[src/rtl/mdc_stream_writer_if.sv]
// Stream-side bundle for mdc_stream_writer: upstream valid/ready words in,
// MDC network data/wr/full port out.
interface mdc_stream_writer_if #(
  parameter int DATA_W = 32
);
  logic [DATA_W-1:0] s_data;
  logic              s_valid;
  logic              s_ready;
  logic [DATA_W-1:0] out_data;
  logic              out_wr;
  logic              out_full;

  modport master (
    input  s_data, s_valid, out_full,
    output s_ready, out_data, out_wr
  );

  modport slave (
    output s_data, s_valid, out_full,
    input  s_ready, out_data, out_wr
  );
endinterface

[src/rtl/mdc_stream_writer.sv]
// Writes len_words stream words into one MDC network input port via a 2-entry FIFO.
// Optional MDC_WRITER_STALL_CNT_EN adds a saturating back-pressure cycle counter (stall_cnt).
module mdc_stream_writer #(
  parameter int DATA_W = 32,
  parameter int LEN_W  = 16
) (
  input  logic             clock,
  input  logic             reset,
  input  logic             start,
  input  logic [LEN_W-1:0] len_words,
  output logic             busy,
  output logic             done,
  output logic [LEN_W-1:0] word_cnt,
`ifdef MDC_WRITER_STALL_CNT_EN
  output logic [LEN_W-1:0] stall_cnt,
`endif
  mdc_stream_writer_if.master bus
);

  typedef enum logic [1:0] {IDLE, RUN, DONE} state_t;

  localparam logic [LEN_W-1:0] ONE = 1;

  state_t                       state, state_nxt;
  logic [LEN_W-1:0]             len_q, len_nxt;
  logic [LEN_W-1:0]             acc_cnt, acc_nxt;
  logic [1:0][DATA_W-1:0]       mem;
  logic [DATA_W-1:0]            last_q;
  logic                         rd_ptr, wr_ptr;
  logic [1:0]                   cnt, cnt_nxt;
  logic                         s_ready_q, rdy_nxt;
  logic                         push, pop, start_acc;

  assign start_acc = (state == IDLE) && start;
  assign push      = bus.s_valid && s_ready_q;
  // Write strobe follows out_full combinationally so a word never lands on a full port.
  assign pop       = (cnt != 2'd0) && !bus.out_full;

  assign bus.s_ready  = s_ready_q;
  assign bus.out_wr   = pop;
  assign bus.out_data = (cnt != 2'd0) ? mem[rd_ptr] : last_q;
  assign busy         = (state == RUN);
  assign done         = (state == DONE);

  always_comb begin
    state_nxt = state;
    len_nxt   = start_acc ? len_words : len_q;
    acc_nxt   = start_acc ? '0 : (push ? acc_cnt + ONE : acc_cnt);
    cnt_nxt   = 2'(cnt + {1'b0, push} - {1'b0, pop});
    case (state)
      IDLE: if (start) state_nxt = (len_words == '0) ? DONE : RUN;
      RUN:  if (pop && (word_cnt + ONE == len_q)) state_nxt = DONE;
      DONE: state_nxt = IDLE;
      default: state_nxt = IDLE;
    endcase
    // Registered ready: look at post-edge occupancy so a push can never overflow.
    rdy_nxt = (state_nxt == RUN) && (cnt_nxt != 2'd2) && (acc_nxt < len_nxt);
  end

  always_ff @(posedge clock) begin
    if (!reset) begin
      state     <= IDLE;
      len_q     <= '0;
      acc_cnt   <= '0;
      word_cnt  <= '0;
      cnt       <= '0;
      rd_ptr    <= 1'b0;
      wr_ptr    <= 1'b0;
      mem       <= '0;
      last_q    <= '0;
      s_ready_q <= 1'b0;
    end else begin
      state     <= state_nxt;
      len_q     <= len_nxt;
      acc_cnt   <= acc_nxt;
      cnt       <= cnt_nxt;
      s_ready_q <= rdy_nxt;
      if (start_acc)  word_cnt <= '0;
      else if (pop)   word_cnt <= word_cnt + ONE;
      if (push) begin
        mem[wr_ptr] <= bus.s_data;
        wr_ptr      <= ~wr_ptr;
      end
      if (pop) begin
        last_q <= mem[rd_ptr];
        rd_ptr <= ~rd_ptr;
      end
    end
  end

`ifdef MDC_WRITER_STALL_CNT_EN
  always_ff @(posedge clock) begin
    if (!reset || start_acc)
      stall_cnt <= '0;
    else if ((state == RUN) && (cnt != 2'd0) && bus.out_full && (stall_cnt != '1))
      stall_cnt <= stall_cnt + ONE;
  end
`endif

endmodule
[src/flat_wrapper.sv]
// flat-port wrapper written by rule: the top's interface ports become plain ports
module mdc_stream_writer_flat 
#(
  parameter int DATA_W = 32,
  parameter int LEN_W  = 16
)
  (clock, reset, start, len_words, busy, done, word_cnt, bus_s_data, bus_s_valid, bus_out_full, bus_s_ready, bus_out_data, bus_out_wr);
  mdc_stream_writer_if #(.DATA_W(DATA_W)) bus_i ();
  input  logic clock;
  input  logic reset;
  input  logic start;
  input  logic [LEN_W-1:0] len_words;
  output logic busy;
  output logic done;
  output logic [LEN_W-1:0] word_cnt;
  input wire logic [$bits(bus_i.s_data)-1:0] bus_s_data;
  input wire logic [$bits(bus_i.s_valid)-1:0] bus_s_valid;
  input wire logic [$bits(bus_i.out_full)-1:0] bus_out_full;
  output wire logic [$bits(bus_i.s_ready)-1:0] bus_s_ready;
  output wire logic [$bits(bus_i.out_data)-1:0] bus_out_data;
  output wire logic [$bits(bus_i.out_wr)-1:0] bus_out_wr;
  assign bus_i.s_data = bus_s_data;
  assign bus_i.s_valid = bus_s_valid;
  assign bus_i.out_full = bus_out_full;
  assign bus_s_ready = bus_i.s_ready;
  assign bus_out_data = bus_i.out_data;
  assign bus_out_wr = bus_i.out_wr;
  mdc_stream_writer #(.DATA_W(DATA_W), .LEN_W(LEN_W)) u_core (.clock(clock), .reset(reset), .start(start), .len_words(len_words), .busy(busy), .done(done), .word_cnt(word_cnt), .bus(bus_i));
endmodule
[config.mk]
export PLATFORM = sky130hd
export DESIGN_NAME = mdc_stream_writer_flat
export DESIGN_NICKNAME = d
export VERILOG_FILES = /design/src/rtl/mdc_stream_writer_if.sv /design/src/rtl/mdc_stream_writer.sv /design/src/flat_wrapper.sv
export SDC_FILE = /design/constraint.sdc
export NUM_CORES = 1
export LEC_CHECK = 0
export CORE_ASPECT_RATIO = 0.9
export CORE_MARGIN = 2
export CORE_UTILIZATION = 50
export CTS_CLUSTER_DIAMETER = 60
export DETAILED_ROUTE_END_ITERATION = 10
export PLACE_DENSITY = 0.77
export REMOVE_ABC_BUFFERS = 1
export SLEW_MARGIN = 40
export SYNTH_ARGS = -nofsm -noshare
export SYNTH_HDL_FRONTEND = slang
export SYNTH_SLANG_ARGS = --single-unit
[constraint.sdc]
create_clock -name clock -period 3.6 [get_ports clock]
set_input_delay 0.9 -clock clock [delete_from_list [all_inputs] [get_ports clock]]
set_output_delay 0.9 -clock clock [all_outputs]
set_load 0.02 [all_outputs]
Yosys cells after proc, flatten, opt, wreduce, memory -nomap -nowiden
Index checks and enable logic that the tools add are counted.
{"block": "word_totals", "regBits": 151, "latchBits": 0, "ram_bits": 0, "mem_bits_ro": 0, "in_bits": 53, "out_inout_bits": 52, "wordCells": 52, "mem_count": 0}
{"block": "classes", "n_addsub": 4, "n_mul": 0, "n_div": 0, "order_cmp": 4, "eq_ne": 5, "shift": 0, "muxes": 13, "bitwise": 3, "n_reduce_logical": 12}
{"operator": "$mux W32", "count": 4}
{"operator": "$bwmux W64", "count": 1}
{"operator": "$mux W16", "count": 3}
{"operator": "$add A16 B1 Y16 const B", "count": 2}
{"operator": "$demux W32 S1", "count": 1}
{"operator": "$eq A16 B16 Y1", "count": 1}
{"operator": "$logic_not A16 Y1", "count": 1}
{"operator": "$lt A16 B16 Y1", "count": 1}
{"operator": "$logic_and A1 B1 Y1", "count": 7}
{"operator": "$mux W2", "count": 3}
{"operator": "$eq A2 B1 Y1 const B", "count": 2}
{"operator": "$lt A1 B2 Y1 const B", "count": 2}
{"operator": "$pmux W2 S2", "count": 1}
{"operator": "$not A1 Y1", "count": 3}
{"operator": "$add A2 B1 Y2", "count": 1}
{"operator": "$eq A2 B2 Y1 const B", "count": 1}
{"operator": "$logic_not A2 Y1", "count": 1}
{"operator": "$ne A2 B2 Y1 const B", "count": 1}
{"operator": "$reduce_bool A2 Y1", "count": 1}
{"operator": "$reduce_or A2 Y1", "count": 1}
{"operator": "$sub A2 B1 Y2", "count": 1}
{"operator": "$ge A1 B1 Y1 const B", "count": 1}
{"operator": "$logic_not A1 Y1", "count": 1}

Depth between registers and ports, before layout
{"block": "depth", "depth_word": 8, "ltp_mapped": 14, "ltp_nobuf": 14}

Worst setup path after synthesis
No wires, ideal clock.
{"block": "synth_path", "path_type": "input port to flip-flop", "startpoint": "input start", "endpoint": "register u_core.s_ready_q (netlist: u_core.bus.s_ready)", "setup_ns": 0.080, "t_arrival_ns": 3.366, "required_ns": 3.520, "path_slack_ns": 0.154, "path_stages": 11, "n_path_buf": 1, "cell_sequence": "nor3b_1 > clkbuf_1 > mux2i_1 > ha_1 > a21o_1 > a21o_1 > a21oi_1 > nor2b_1 > a21oi_1 > a21oi_1 > nor3b_1"}
{"block": "synth_via", "elab_chain_cells": 5, "elab_cells_between_ends": 9, "classes_between": "order compare (1); eq/ne (1); mux (4); reduce/logical (3)"}
{"element": "start: declaration", "line": "flat_wrapper.sv:11", "text": "input logic start;"}
{"element": "branches (longest 4 deep; another with $lt A16 B16 Y1)"}
{"element": "$logic_and A1 B1 Y1 (*)", "line": "mdc_stream_writer.sv:57", "text": "rdy_nxt = (state_nxt == RUN) && (cnt_nxt != 2'd2) && (acc_nxt < len_nxt);"}
{"element": "end signal: assignment", "line": "mdc_stream_writer.sv:77", "text": "s_ready_q <= rdy_nxt;"}
{"element": "end: declaration", "line": "mdc_stream_writer.sv:31", "text": "logic s_ready_q, rdy_nxt;"}
Every way passes the cells marked *.
A chain may end at the register's enable or synchronous reset.

Worst setup path after layout
{"block": "layout_path", "startpoint": "register u_core.cnt[1]", "endpoint": "output bus_out_data[4]"}
{"block": "layout_via", "elab_chain_cells": 2}
{"element": "start: declaration", "line": "mdc_stream_writer.sv:30", "text": "logic [1:0] cnt, cnt_nxt;"}
{"element": "start signal: assignment", "line": "mdc_stream_writer.sv:76", "text": "cnt <= cnt_nxt;"}
{"element": "$reduce_bool A2 Y1", "line": "mdc_stream_writer.sv:41", "text": "assign bus.out_data = (cnt != 2'd0) ? mem[rd_ptr] : last_q;"}
{"element": "$mux W32", "line": "mdc_stream_writer.sv:41"}
{"element": "end: declaration", "line": "flat_wrapper.sv:20", "text": "output wire logic [$bits(bus_i.out_data)-1:0] bus_out_data;"}
No other way between the ends.

==> results by stage <==
Status:
- The run finished with clean final reports.

Synth:
- The share of Yosys cell area claimed by the top area cell type is 0.399.
- Among all flip-flop cells after synthesis, the most frequent one is dfxtp_1.
- Counting flops and latches in the post-synthesis netlist gives 151.
- The cell type contributing the most total cell area after synthesis is dfxtp_1.
- Dividing the synthesized area by the synthesized cell count gives 8.42 um2.
- In this run, synthesis inferred 0 flip-flops with an integrated enable.
- The number of distinct library cells after synthesis is 66.
- In the synthesized netlist, the number of instances is 899.
- By area the synthesized netlist is led by dfxtp_1 (40%), nand2_1 (9.2%), a21boi_0 (6.5%), mux2i_1 (6.5%), o211a_1 (4.2%).
- The share of flip-flops with an asynchronous set or reset after synthesis is 0.
- For this run, the register share of the synthesized area comes to 0.399.
- For this run, the number of Yosys warnings is 0.
- The synthesized netlist occupies a cell area of 7570 um2.

Floorplanning:
- The area of the core is 14,800 um2.
- The die is 134 um wide.
- The area of the die is 16,100 um2.
- The initialized floorplan defines 42 standard-cell rows.
- The height of the chip is 121 um.
- The initial utilization of the core area, before any placement, comes to 0.513.
- The I/O pin total is 105.

Clocking:
- The TritonCTS sink count is 151.
- TritonCTS created 17 clock buffers.
- The root buffer cell chosen for the clock tree is clkbuf_16.
- TritonCTS built the clock tree.
- The later pin in the worst-skew pair is clocked with a latency of 0.43 ns.
- The number of setup buffers added after CTS is 0.
- No sink is reached through more buffers than the 2 on the longest clock path.
- The level count of the clock H-tree is 4.
- In this run, post-CTS hold repair placed 0 buffers.
- Post-CTS repair changed the size of 0 cells.
- The clock transition at the registers of the reported paths is 0.06 ns.

Timing:
- The number of failing hold endpoints at the final stage is 0.
- At the pin with the least slew margin, the transition time is 0.716 ns.
- Setup violations remaining at the end of the flow were counted as 0.
- In the post-route analysis, the smallest setup slack over all paths is 0.292 ns.
- The number of pins exceeding their max-slew limit in the final report is 0.
- Setup repair after global routing left no endpoint under its margin.
- For the final database, setup skew stands at 0.00749 ns.
- Based on the critical path, the design can be clocked at up to 302 MHz.
- The final clock period utilization by the worst path is 0.919.
- The tightest slew margin relative to the limit is 0.523.
- The minimum clock period after layout is 3.31 ns.

Route:
- For this block, the routed nets add up to 18.1 mm of wire.
- The number of nets still failing antenna checks after routing is 0.
- The residual DRC count is 0.
- The number of violations reported at the end of detailed-routing iteration 0 is 472.
- The number of vias per cell is 5.44.
- The first TritonRoute pass finished after 6 iterations.
- Across all layers, the routed design uses 6,480 vias.
- The detailed-route wire length per cell is 15.2 um.

Setup path:
- The setup check on the worst reg-to-reg path leaves a slack of 0.72 ns.
- The data required time at the worst endpoint is 2.70 ns.
- In this run the worst path has a maximum fanout of 25.
- The slowest stage of the critical path belongs to the cell clkdlybuf4s50_1.
- The cell count of the worst reg-to-reg path is 14.
- The endpoint identified for the worst register-to-register timing path is u_core.bus.s_ready$_SDFF_PN0_.
- The launching element type of the critical path is a flip-flop.
- The type of the worst setup path is reg2out.
- The count of cell instances traversed by the critical path is 5.
- Counting both buffers and inverters, the worst setup path holds a total of 2.
- The startpoint of the worst-slack reg-to-reg timing path is u_core.acc_cnt[3]$_SDFF_PN0_.
- At the worst endpoint, the arrival time is 2.41 ns.
- Traced cell by cell, the critical path runs through or2_2 -> buf_4 -> nor2_1 -> a21oi_1 -> clkdlybuf4s50_1.
- Tracing the worst setup path back leads to its startpoint at u_core.cnt[1]$_SDFF_PN0_.
- The endpoint class of the critical path is a primary output.
- The worst stage delay on the critical path is 0.63 ns.
- The largest delay contributor family on the critical path is buffers and inverters.
- The worst setup path endpoint is bus_out_data[4].

Global route:
- The overall track demand over capacity in global routing is 0.232.
- The initial antenna violation count was 0.
- The largest net degree at the start of global routing is 85.
- The first-pass GRT wire length is 29.9 mm.
- After global routing the overflow that remains totals 0.
- The number of global-route vias before repair came to 6,000.

Cells and area:
- The number of diodes added for antenna fixing is 0.
- The total number of nets in the final design is 1,054.
- From synthesis to final layout, the design area changed by 23.6%.
- The post-route core utilization is 0.634.
- The top cell types in the final layout, fill and taps aside, are nand2_1 (185), dfxtp_1 (150), clkdlybuf4s50_1 (103).
- The library cell used most frequently in the layout, excluding fill and tap cells, is nand2_1.
- The share of cells above drive strength 1 is 0.0715.

Placement:
- Routability-driven placement finished with a final weighted congestion of 0.919.
- The post-placement setup slack is -0.133 ns.
- The final HPWL from detailed placement is 12.3 mm.
- During placement, the flow inserted port buffers numbering 104.

Power and ir drop:
- The design draws 6.13 mW.
- The switching fraction of total power is 0.344.
- VDD sags by at most 0.532 mV.
- The internal power is 4.02 mW.
- Of the total power, combinational logic draws 0.378.
- The share of total power dissipated in sequential elements is 0.318.
- The leakage power summed over all cells is 3.77 nW.
- The areal power density over the cells is 655 nW/um2.
- Of the total power, the clock network draws 0.304.
- The power spent charging and discharging nets is 2.11 mW.

Hold path:
- The min-delay analysis places its worst path in the category reg2reg.

Flow run:
- The count of max-cap constraint violations is 0.
==> Yosys cell counts (all sizes together), types with 3 or more instances <==
cell type  number
xor2           20
or3             9
nand4          16
a21boi         66
nor3            3
o31ai           3
a21oi          50
or4             3
nor2b          21
nand2         185
nand3          17
xnor2          22
nand2b          3
and2           13
dfxtp         151
mux2i          49
a21o            8
nor2           68
inv            11
and3            7
nor4            5
o21ai          18
clkbuf         55
buf             9
ha             19
o211a          32
nor3b           4
==> sequential cells by signal, indices dropped and copies added, names as in the netlist <==
register,count
u_core.rd_ptr,1
u_core.mem,64
u_core.cnt,2
u_core.word_cnt,16
u_core.last_q,32
u_core.wr_ptr,1
u_core.bus.s_ready,1
u_core.acc_cnt,16
u_core.len_q,16
u_core.state,2
==> tightest hold or removal path, delay by kind of cell (launching register included) <==
family	cells	cell delay [ns]
flops	1	0.31
compound gates	1	0.06
simple gates	1	0.05
==> cell families after synthesis <==
logic type               Yosys count  synth area share
AND/OR/NAND/NOR                  367             0.225
AO/OA/AOI/OAI                    194             0.183
flip-flops                       151             0.399
buffers and inverters             77            0.0484
multiplexers                      49            0.0648
XOR/XNOR                          42            0.0486
adder cells (fa/ha/maj)           19            0.0314
==> area by class of cell <==
cell class                 count  area, um2
fill                        1279       5410
timing repair buffer         129       1240
clock inverter                11        175
clock buffer                  19        433
tap                          198        248
multi-input combinational    671       4200
sequential                   151       3020
inverter                      12       45.0
==> layer usage <==
| layer | share of wire | GRT usage | vias to the layer above |
|---|---|---|---|
| met1 | 0.48 | 0.316 | 3031 |
| li1 | - | - | 3257 |
| met3 | 0.056 | 0.0629 | 30 |
| met4 | 0.016 | 0.0738 | 0 |
| met5 | 0 | 0 | - |
| met2 | 0.45 | 0.356 | 162 |
==> per-stage QoR <==
| step | instances | TNS (ns) | area, um2 | hold slack, ns |
|---|---|---|---|---|
| global placement | 1161 | -0.00577 | 8750 | 0.451 |
| detailed placement | 1161 | -0.133 | 8750 | 0.457 |
| floorplan | 834 | -10.98 | 7250 | 0.443 |
| finish | 1191 | 0 | 9360 | 0.462 |
| CTS | 1191 | 0 | 9360 | 0.465 |
| global route | 1191 | 0 | 9360 | 0.480 |
==> how the worst min path moves through the flow <==
stage,from,end,slack (ns),cells after the start
2_1_floorplan,u_core.mem[0]$_SDFFE_PN0P_,u_core.mem[0]$_SDFFE_PN0P_,0.44,2
3_3_place_gp,u_core.mem[21]$_SDFFE_PN0P_,u_core.mem[21]$_SDFFE_PN0P_,0.45,2
3_5_place_dp,u_core.mem[62]$_SDFFE_PN0P_,u_core.mem[62]$_SDFFE_PN0P_,0.46,2
4_1_cts,u_core.mem[62]$_SDFFE_PN0P_,u_core.mem[62]$_SDFFE_PN0P_,0.46,2
5_1_grt,u_core.mem[13]$_SDFFE_PN0P_,u_core.mem[13]$_SDFFE_PN0P_,0.48,2
6_report,u_core.mem[31]$_SDFFE_PN0P_,u_core.mem[31]$_SDFFE_PN0P_,0.46,2
==> power groups by stage <==
stage               Sequential [mW]  Clock (mW)  Combinational [mW]
finish                         1.95        1.87                2.32
global route                   1.97        1.96                2.50
CTS                            1.95        1.89                2.33
detailed placement             1.98           0                2.31
global placement               1.98           0                2.30
floorplan                      2.00           0                1.26
Note: power is estimated with default switching activity, not from simulation.
